## src/rtl/ahb_pkg.sv

```systemverilog
// AHB-Lite transfer/burst encodings shared by the bus-matrix blocks.
// Also provides burst_len_m1 for fixed-length burst beat counting.
package ahb_pkg;

  localparam logic [1:0] HTRANS_IDLE   = 2'b00;
  localparam logic [1:0] HTRANS_BUSY   = 2'b01;
  localparam logic [1:0] HTRANS_NONSEQ = 2'b10;
  localparam logic [1:0] HTRANS_SEQ    = 2'b11;

  localparam logic [2:0] HBURST_SINGLE = 3'd0;
  localparam logic [2:0] HBURST_INCR   = 3'd1;
  localparam logic [2:0] HBURST_WRAP4  = 3'd2;
  localparam logic [2:0] HBURST_INCR4  = 3'd3;
  localparam logic [2:0] HBURST_WRAP8  = 3'd4;
  localparam logic [2:0] HBURST_INCR8  = 3'd5;
  localparam logic [2:0] HBURST_WRAP16 = 3'd6;
  localparam logic [2:0] HBURST_INCR16 = 3'd7;

  function automatic logic [3:0] burst_len_m1(input logic [2:0] hburst);
    logic [3:0] r;
    case (hburst)
      HBURST_WRAP4, HBURST_INCR4:   r = 4'd3;
      HBURST_WRAP8, HBURST_INCR8:   r = 4'd7;
      HBURST_WRAP16, HBURST_INCR16: r = 4'd15;
      default:                      r = 4'd0;
    endcase
    return r;
  endfunction

endpackage

```

## src/rtl/ahblite_burst_tracker.sv

```systemverilog
// Beat counter and undefined-length flag that lock arbitration in bursts.
// ARB_MASTLOCK_EN adds an HMASTLOCK lock with a one-cycle trailing hold.
module ahblite_burst_tracker
  import ahb_pkg::*;
(
  input  logic       HCLK,
  input  logic       HRESETn,
  input  logic       hready,
  input  logic       hsel,
  input  logic [1:0] htrans,
  input  logic [2:0] hburst,
`ifdef ARB_MASTLOCK_EN
  input  logic       hmastlock,
`endif
  output logic       hold_next,
  output logic       arb_hold
);

  logic [3:0] cnt_q, cnt_d;
  logic       undef_q, undef_d;

  always_comb begin
    cnt_d   = cnt_q;
    undef_d = 1'b0;
    if (!hsel) begin
      cnt_d = '0;
    end else begin
      unique case (htrans)
        HTRANS_NONSEQ: begin
          cnt_d   = burst_len_m1(hburst);
          undef_d = (hburst == HBURST_INCR);
        end
        HTRANS_SEQ: begin
          cnt_d   = (cnt_q == 4'd0) ? 4'd0 : cnt_q - 4'd1;
          undef_d = undef_q;
        end
        HTRANS_BUSY: undef_d = undef_q;
        default:     cnt_d   = '0;
      endcase
    end
  end

  always_ff @(posedge HCLK or negedge HRESETn) begin
    if (!HRESETn) begin
      cnt_q   <= '0;
      undef_q <= 1'b0;
    end else if (hready) begin
      cnt_q   <= cnt_d;
      undef_q <= undef_d;
    end
  end

`ifdef ARB_MASTLOCK_EN
  logic lock_q, lock_d;
  assign lock_d = hmastlock & hsel;

  // lock_q stretches the hold over the IDLE that follows the locked run
  always_ff @(posedge HCLK or negedge HRESETn) begin
    if (!HRESETn)    lock_q <= 1'b0;
    else if (hready) lock_q <= lock_d;
  end

  assign hold_next = (cnt_d != 4'd0) | undef_d | lock_d | lock_q;
  assign arb_hold  = (cnt_q != 4'd0) | undef_q | lock_d | lock_q;
`else
  assign hold_next = (cnt_d != 4'd0) | undef_d;
  assign arb_hold  = (cnt_q != 4'd0) | undef_q;
`endif

endmodule

```

## src/rtl/ahblite_busmatrix_arbiter_rr.sv

```systemverilog
// Round-robin arbiter for one AHB-Lite bus-matrix output stage.
// Build with ARB_MASTLOCK_EN to honour HMASTLOCK_Outputstage.
module ahblite_busmatrix_arbiter_rr
  import ahb_pkg::*;
#(
  parameter int NUM_PORTS = 3,
  parameter int SEL_W     = 2
) (
  input  logic                 HCLK,
  input  logic                 HRESETn,
  input  logic [NUM_PORTS-1:0] REQ_SUB,
  input  logic                 HREADY_Outputstage,
  input  logic                 HSEL_Outputstage,
  input  logic [1:0]           HTRANS_Outputstage,
  input  logic [2:0]           HBURST_Outputstage,
`ifdef ARB_MASTLOCK_EN
  input  logic                 HMASTLOCK_Outputstage,
`endif
  output logic [SEL_W-1:0]     PORT_SEL_ARBITER,
  output logic                 PORT_NOSEL_ARBITER,
  output logic                 ARB_HOLD
);

  logic             hold_next;
  logic [SEL_W-1:0] ptr_q, sel_q, win;
  logic             nosel_q, any;
  int               idx;

  ahblite_burst_tracker u_trk (
    .HCLK      (HCLK),
    .HRESETn   (HRESETn),
    .hready    (HREADY_Outputstage),
    .hsel      (HSEL_Outputstage),
    .htrans    (HTRANS_Outputstage),
    .hburst    (HBURST_Outputstage),
`ifdef ARB_MASTLOCK_EN
    .hmastlock (HMASTLOCK_Outputstage),
`endif
    .hold_next (hold_next),
    .arb_hold  (ARB_HOLD)
  );

  // Scan from far to near so the port closest after ptr wins
  always_comb begin
    any = 1'b0;
    win = '0;
    idx = 0;
    for (int k = NUM_PORTS; k >= 1; k--) begin
      idx = (int'(ptr_q) + k) % NUM_PORTS;
      for (int j = 0; j < NUM_PORTS; j++) begin
        if (j == idx && REQ_SUB[j]) begin
          any = 1'b1;
          win = SEL_W'(j);
        end
      end
    end
  end

  always_ff @(posedge HCLK or negedge HRESETn) begin
    if (!HRESETn) begin
      ptr_q   <= SEL_W'(NUM_PORTS - 1);
      sel_q   <= '0;
      nosel_q <= 1'b1;
    end else if (HREADY_Outputstage && !hold_next) begin
      if (any) begin
        ptr_q   <= win;
        sel_q   <= win;
        nosel_q <= 1'b0;
      end else begin
        nosel_q <= ~HSEL_Outputstage;
      end
    end
  end

  assign PORT_SEL_ARBITER   = sel_q;
  assign PORT_NOSEL_ARBITER = nosel_q;

endmodule
```

## config.mk

```make
export PLATFORM = sky130hd
export DESIGN_NAME = ahblite_busmatrix_arbiter_rr
export DESIGN_NICKNAME = d
export VERILOG_FILES = /design/src/rtl/ahb_pkg.sv /design/src/rtl/ahblite_burst_tracker.sv /design/src/rtl/ahblite_busmatrix_arbiter_rr.sv
export SDC_FILE = /design/constraint.sdc
export NUM_CORES = 1
export LEC_CHECK = 0
export BUFFER_PORTS_ARGS = -buffer_cell sky130_fd_sc_hd__buf_2
export CAP_MARGIN = 40
export CORE_AREA = 5 5 42 44
export CTS_BUF_LIST = sky130_fd_sc_hd__clkbuf_4 sky130_fd_sc_hd__clkbuf_8
export DETAILED_ROUTE_END_ITERATION = 10
export DIE_AREA = 0 0 47 49
export PLACE_DENSITY = 0.76
export SKIP_CTS_REPAIR_TIMING = 1
export SLEW_MARGIN = 0
export SYNTH_ARGS = -nofsm -noshare
export SYNTH_HDL_FRONTEND = slang
export SYNTH_HIERARCHICAL = 1
export SYNTH_SLANG_ARGS = --single-unit
```

## constraint.sdc

```tcl
create_clock -name HCLK -period 2.5 [get_ports HCLK]
set_input_delay 0.125 -clock HCLK [delete_from_list [all_inputs] [get_ports HCLK]]
set_output_delay 0.125 -clock HCLK [all_outputs]
set_load 0.005 [all_outputs]
```

Word level (Yosys, flattened, before mapping)
Cells that the tools add are included.
W data, S select, Z words.
- register bits after elaboration: 10
- latch bits: 0
- RAM bits: 0
- ROM bits: 0
- bits of input ports: 12
- output and inout bits: 4
- memories: 0
- add/subtract/negate cells: 4
- $mul: 0
- divide/modulo/power cells: 3
- order comparisons: 0
- eq/ne operators: 16
- shifts and indexed selects: 0
- mux-type cells: 24
- bitwise logic cells: 3
- reduce and logical (&&, ||, !) cells: 22
- operator list (cell ; number):
    $eq A2 B32 Y1 const A ; 3
    $eq A3 B32 Y1 const A ; 3
    $logic_not A32 Y1 ; 3
    $mod A32 B3 Y32 const B ; 3
    $pmux W4 S3 ; 2
    $mux W2 ; 7
    $eq A3 B3 Y1 const B ; 4
    $mux W1 ; 12
    $logic_and A1 B1 Y1 ; 10
    $mux W4 ; 2
    $reduce_bool A4 Y1 ; 2
    $reduce_or A2 Y1 ; 4
    $add A2 B2 Y3 const B ; 2
    $eq A3 B2 Y1 const B ; 2
    $eq A2 B2 Y1 const B ; 2
    $logic_not A4 Y1 ; 1
    $sub A4 B1 Y4 const B ; 1
    $add A2 B1 Y3 const B ; 1
    $eq A3 B1 Y1 const B ; 1
    $eq A2 B1 Y1 const B ; 1
    $or A1 B1 Y1 ; 2
    $pmux W1 S2 ; 1
    $reduce_and A2 Y1 ; 1
    $logic_not A1 Y1 ; 1
    $not A1 Y1 ; 1

Longest topological paths before layout
- depth after elaboration: 14
- mapped depth: 9
- mapped depth without buffers: 9

By module
Netlist, hierarchy kept.
- by module, submodules not included (module ; times used ; cells an instance ; area each (um2) ; seq. area each (um2)):
    ahblite_burst_tracker ; 1 ; 43 ; 396.6 ; 125.1
    ahblite_busmatrix_arbiter_rr ; 1 ; 27 ; 272.8 ; 102.6

Worst setup path before layout
Ideal clock, no wire load.
- kind: reg2reg
- start: register u_trk.cnt_q[0]
- end: register ptr_q[0]
- setup time: 0.079 ns
- data arrival time: 2.089 ns
- data required time: 2.421 ns
- slack: 0.331 ns
- cell stages (with the launch flop): 10
- path buffers: 0
- cell sequence: dfrtp_1 -> inv_1 -> ha_1 -> nor3b_4 -> nor3_2 -> o41a_1 -> a211o_1 -> nand2b_4 -> nor3_2 -> mux2i_1
- word-level cells in the longest chain between the ends: 9
- ends and longest elaborated chain (element ; line ; source):
    start: declaration ; ahblite_burst_tracker.sv:19 ; logic [3:0] cnt_q, cnt_d;
    start signal: assignment ; ahblite_burst_tracker.sv:48 ; cnt_q <= cnt_d;
    $sub A4 B1 Y4 or $logic_not A4 Y1 (tied branches) ; ahblite_burst_tracker.sv:34 ; cnt_d = (cnt_q == 4'd0) ? 4'd0 : cnt_q - 4'd1;
    $mux W4 ; ahblite_burst_tracker.sv:34 ;
    $pmux W4 S3 (*) ; ahblite_burst_tracker.sv:28 ; unique case (htrans)
    $mux W4 (*) ; ahblite_burst_tracker.sv:25 ; if (!hsel) begin
    $reduce_bool A4 Y1 (*) ; ahblite_burst_tracker.sv:66 ; assign hold_next = (cnt_d != 4'd0) | undef_d;
    $or A1 B1 Y1 (*) ; ahblite_burst_tracker.sv:66 ;
    net hold_next ; ahblite_busmatrix_arbiter_rr.sv:24 ; logic hold_next;
    $logic_not A1 Y1 (*) ; ahblite_busmatrix_arbiter_rr.sv:64 ; end else if (HREADY_Outputstage && !hold_next) begin
    $logic_and A1 B1 Y1 (*) ; ahblite_busmatrix_arbiter_rr.sv:64 ;
    $reduce_and A2 Y1 (no source line) (*) ; - ;
    end signal: assignment ; ahblite_busmatrix_arbiter_rr.sv:61 ; ptr_q <= SEL_W'(NUM_PORTS - 1);
    end signal: assignment ; ahblite_busmatrix_arbiter_rr.sv:66 ; ptr_q <= win;
    end: declaration ; ahblite_busmatrix_arbiter_rr.sv:25 ; logic [SEL_W-1:0] ptr_q, sel_q, win;
The timed path passes the listed nets; every way through them passes the cells marked *.
A chain may end at the register's enable or synchronous reset.

Worst setup path in the final report
Ends and elaborated chain as after synthesis.

==> impl_metrics.json <==
{
  "power_frac_comb_pct": 45.7,
  "setup_tns_ns": 0,
  "cts_tree": "yes",
  "syn_area_sq_um": 669,
  "ys_top_cells_by_count": "dfrtp_1 (7), inv_1 (6), nand2_1 (5)",
  "cp.required_ns": 2.68,
  "cts_root_buffer": "clkbuf_4",
  "critPathMaxStageDelay_ns": 0.41,
  "antennaDiodeCount": 0,
  "critPathTopFamily": "simple AND/OR/NAND/NOR gates",
  "clock_sinks": 9,
  "run_status": "complete, no violations",
  "dieArea_sq_um": 2300,
  "critPathLaunchType": "flop",
  "synth_area_per_cell_sq_um": 9.56,
  "routabilityCongestion": 0.902,
  "cp.arrival_ns": 2.47,
  "clkTransAtPathRegs_ns": 0.06,
  "yosysMostFrequentCell": "dfrtp_1",
  "fill_cells": 135,
  "final_nets": 105,
  "max_slew_margin_pct": 81.3,
  "drc_errors": 0,
  "met3_usage_pct": 2.21,
  "path_class": "reg2reg",
  "synth-warning-count": 6,
  "grt_busiest_layer": "met2",
  "wl_per_cell_microns": 14.2,
  "worstHoldPathType": "in2reg",
  "antenna_found_initial": 0,
  "yosys.cell_types.count": 34,
  "crit_buf_inv": 1,
  "p_per_area_nw_per_um2": 772,
  "internal-power_w": 0.000398,
  "finalWirelength_microns": 1490,
  "antenna_left": 0,
  "grt_overflow": 0,
  "yosysTopAreaCell": "dfrtp_1",
  "reg2reg_slack_ns": 0.21,
  "drtIter0Drc": 13,
  "fin_crit_ns": 2.29,
  "power.ir.vdd_worst_mv": 0.533,
  "total_leakage_power_nw": 0.360,
  "synth_nets": 85,
  "ys_top_cells_by_area": "dfrtp_1 (26%), dfstp_2 (7.9%), nor3_2 (6.0%), ha_1 (5.6%), o2bb2ai_1 (3.9%)",
  "p_sw_w": 0.000222,
  "synthCells": 70,
  "period_share_pct": 91.4,
  "path_max_fanout": 4,
  "rsz0062_at_grt": "false",
  "cp_slowest_cell": "o41a_1",
  "use_met1_pct": 18.1,
  "seq_area_frac_synth_pct": 34.0,
  "post-dp-hpwl_microns": 1220,
  "swShare_pct": 35.9,
  "portBuffers": 15,
  "grt_pass1_wl_microns": 2570,
  "cts_buffer_depth": 2,
  "finalSetupViolations": 0,
  "crit_path_end_kind": "flop",
  "layout-drive-gt1-share_pct": 33.7,
  "rows": 14,
  "worstPathCellList": "inv_1 -> ha_1 -> nor3b_4 -> nor3_2 -> o41a_1 -> a211o_1 -> nand2b_4 -> nor3_4 -> mux2i_1",
  "syn_to_final_growth_pct": 20.0,
  "max_freq_ghz": 0.438,
  "synth_top_cell_area_share_pct": 26.2,
  "drv_slew": 0,
  "placed_area_sq_um": 757,
  "worstSkewPairLatency_ns": 0.26,
  "tightest_slew_ns": 0.279,
  "die_y_microns": 49,
  "stdcell_area_sq_um": 803,
  "async_flop_share_pct": 100,
  "cts_max_level": 1,
  "cts_buffers": 3,
  "met2_usage_pct": 25.8,
  "grt_pass1_vias": 582,
  "synth_edf_count": 0,
  "hold_slack_ns": 0.116,
  "pin_count": 16,
  "num_vias": 607,
  "clockPowerShare_pct": 19.5,
  "finalHoldViolations": 0,
  "die_w_microns": 47,
  "skew_ns": 0.00105,
  "seqPwrFrac_pct": 34.7,
  "drt_first_pass_iters": 4,
  "core_area_sq_um": 1400,
  "initial_core_util_pct": 47.8,
  "viasPerCell": 5.78,
  "grt_max_degree": 10,
  "ys_ff_latch": 9,
  "grt_usage_pct": 15.3,
  "synth_ff_type": "dfrtp_1",
  "final_core_util_pct": 57.3,
  "drv_cap": 0
}
==> layout by cell type, fill, tap and decap left out, drive strengths merged, types with 2 or more instances in the layout <==
| cell type | synthesis | final |
|---|---|---|
| nand2b | 2 | 2 |
| nor3 | 6 | 6 |
| o2bb2ai | 3 | 3 |
| ha | 3 | 3 |
| buf | 1 | 15 |
| clkbuf | 0 | 4 |
| nor2b | 2 | 2 |
| dfrtp | 7 | 7 |
| o22ai | 3 | 3 |
| nand2 | 5 | 5 |
| o21ai | 4 | 4 |
| o211ai | 3 | 3 |
| inv | 6 | 6 |
| a32oi | 2 | 2 |
| a21oi | 3 | 3 |
| nor2 | 2 | 2 |
| dfstp | 2 | 2 |
==> stage by stage <==
step,std cells,worst slack [ns],total power [W]
CTS,104,0.0942,0.000616
global route,105,0.0264,0.000669
global placement,100,0.190,0.000480
floorplan,70,0.331,0.000418
finish,105,0.214,0.000620
detailed placement,100,0.113,0.000494
==> area by class of cell <==
class | count | area [sq um] | area share [%]
Clock buffer | 4 | 30.0 | 3.74
Inverter | 6 | 22.5 | 2.80
Multi-Input combinational cell | 54 | 418 | 52.0
Sequential cell | 9 | 228 | 28.3
Tap cell | 16 | 20.0 | 2.49
Timing Repair Buffer | 16 | 85.1 | 10.6
==> cell families (layout without fill, tap and decap cells) <==
logic type | Yosys count | in the layout | share of synthesized area [%]
AND/OR/NAND/NOR | 24 | 24 | 25.4
multiplexers | 2 | 2 | 3.18
AO/OA/AOI/OAI | 24 | 24 | 26.0
buffers and inverters | 7 | 26 | 4.49
flip-flops | 9 | 9 | 34.0
XOR/XNOR | 1 | 1 | 1.31
adder cells (fa/ha/maj) | 3 | 3 | 5.61
==> metal layers <==
layer	vias to the layer above	wire length [microns]
met5	-	0
met4	0	28
met3	4	98
met2	16	779
met1	283	587
li1	304	-
==> state kept, by name, indices dropped and copies added (netlist names) <==
signal              count
PORT_NOSEL_ARBITER      1
PORT_SEL_ARBITER        1
ptr_q                   2
u_trk/cnt_q             4
u_trk/undef_q           1
==> power groups by stage <==
stage	Clock (W)	Sequential, W	Combinational, W
floorplan	0	0.000215	0.000202
global route	0.000134	0.000220	0.000316
detailed placement	0	0.000218	0.000276
CTS	0.000123	0.000215	0.000278
global placement	0	0.000218	0.000262
finish	0.000121	0.000216	0.000284
==> worst reg2reg max path, delay by kind of cell (launching register included) <==
family                   cells  cell delay, ns
AND/OR/NAND/NOR              4            0.68
AO/OA/AOI/OAI                2            0.67
flip-flops                   1            0.40
multiplexers                 1            0.20
adder cells (fa/ha/maj)      1            0.19
buffers and inverters        1            0.08
==> path summary, 6_finish.rpt <==
| check | start | cells past startpoint | to |
|---|---|---|---|
| max | u_trk/cnt_q[0]$_DFFE_PN0P_ | 9 | ptr_q[0]$_DFFE_PN0P_ |
| max reg2reg | u_trk/cnt_q[0]$_DFFE_PN0P_ | 9 | ptr_q[0]$_DFFE_PN0P_ |
| min | HSEL_Outputstage | 2 | PORT_NOSEL_ARBITER$_DFFE_PN1P_ |
| min in group asynchronous | HRESETn | 2 | u_trk/cnt_q[3]$_DFFE_PN0P_ |
| max in group asynchronous | HRESETn | 2 | PORT_NOSEL_ARBITER$_DFFE_PN1P_ |
| min reg2reg | PORT_NOSEL_ARBITER$_DFFE_PN1P_ | 2 | PORT_NOSEL_ARBITER$_DFFE_PN1P_ |
No activity file was read; power rests on OpenSTA's default activity.
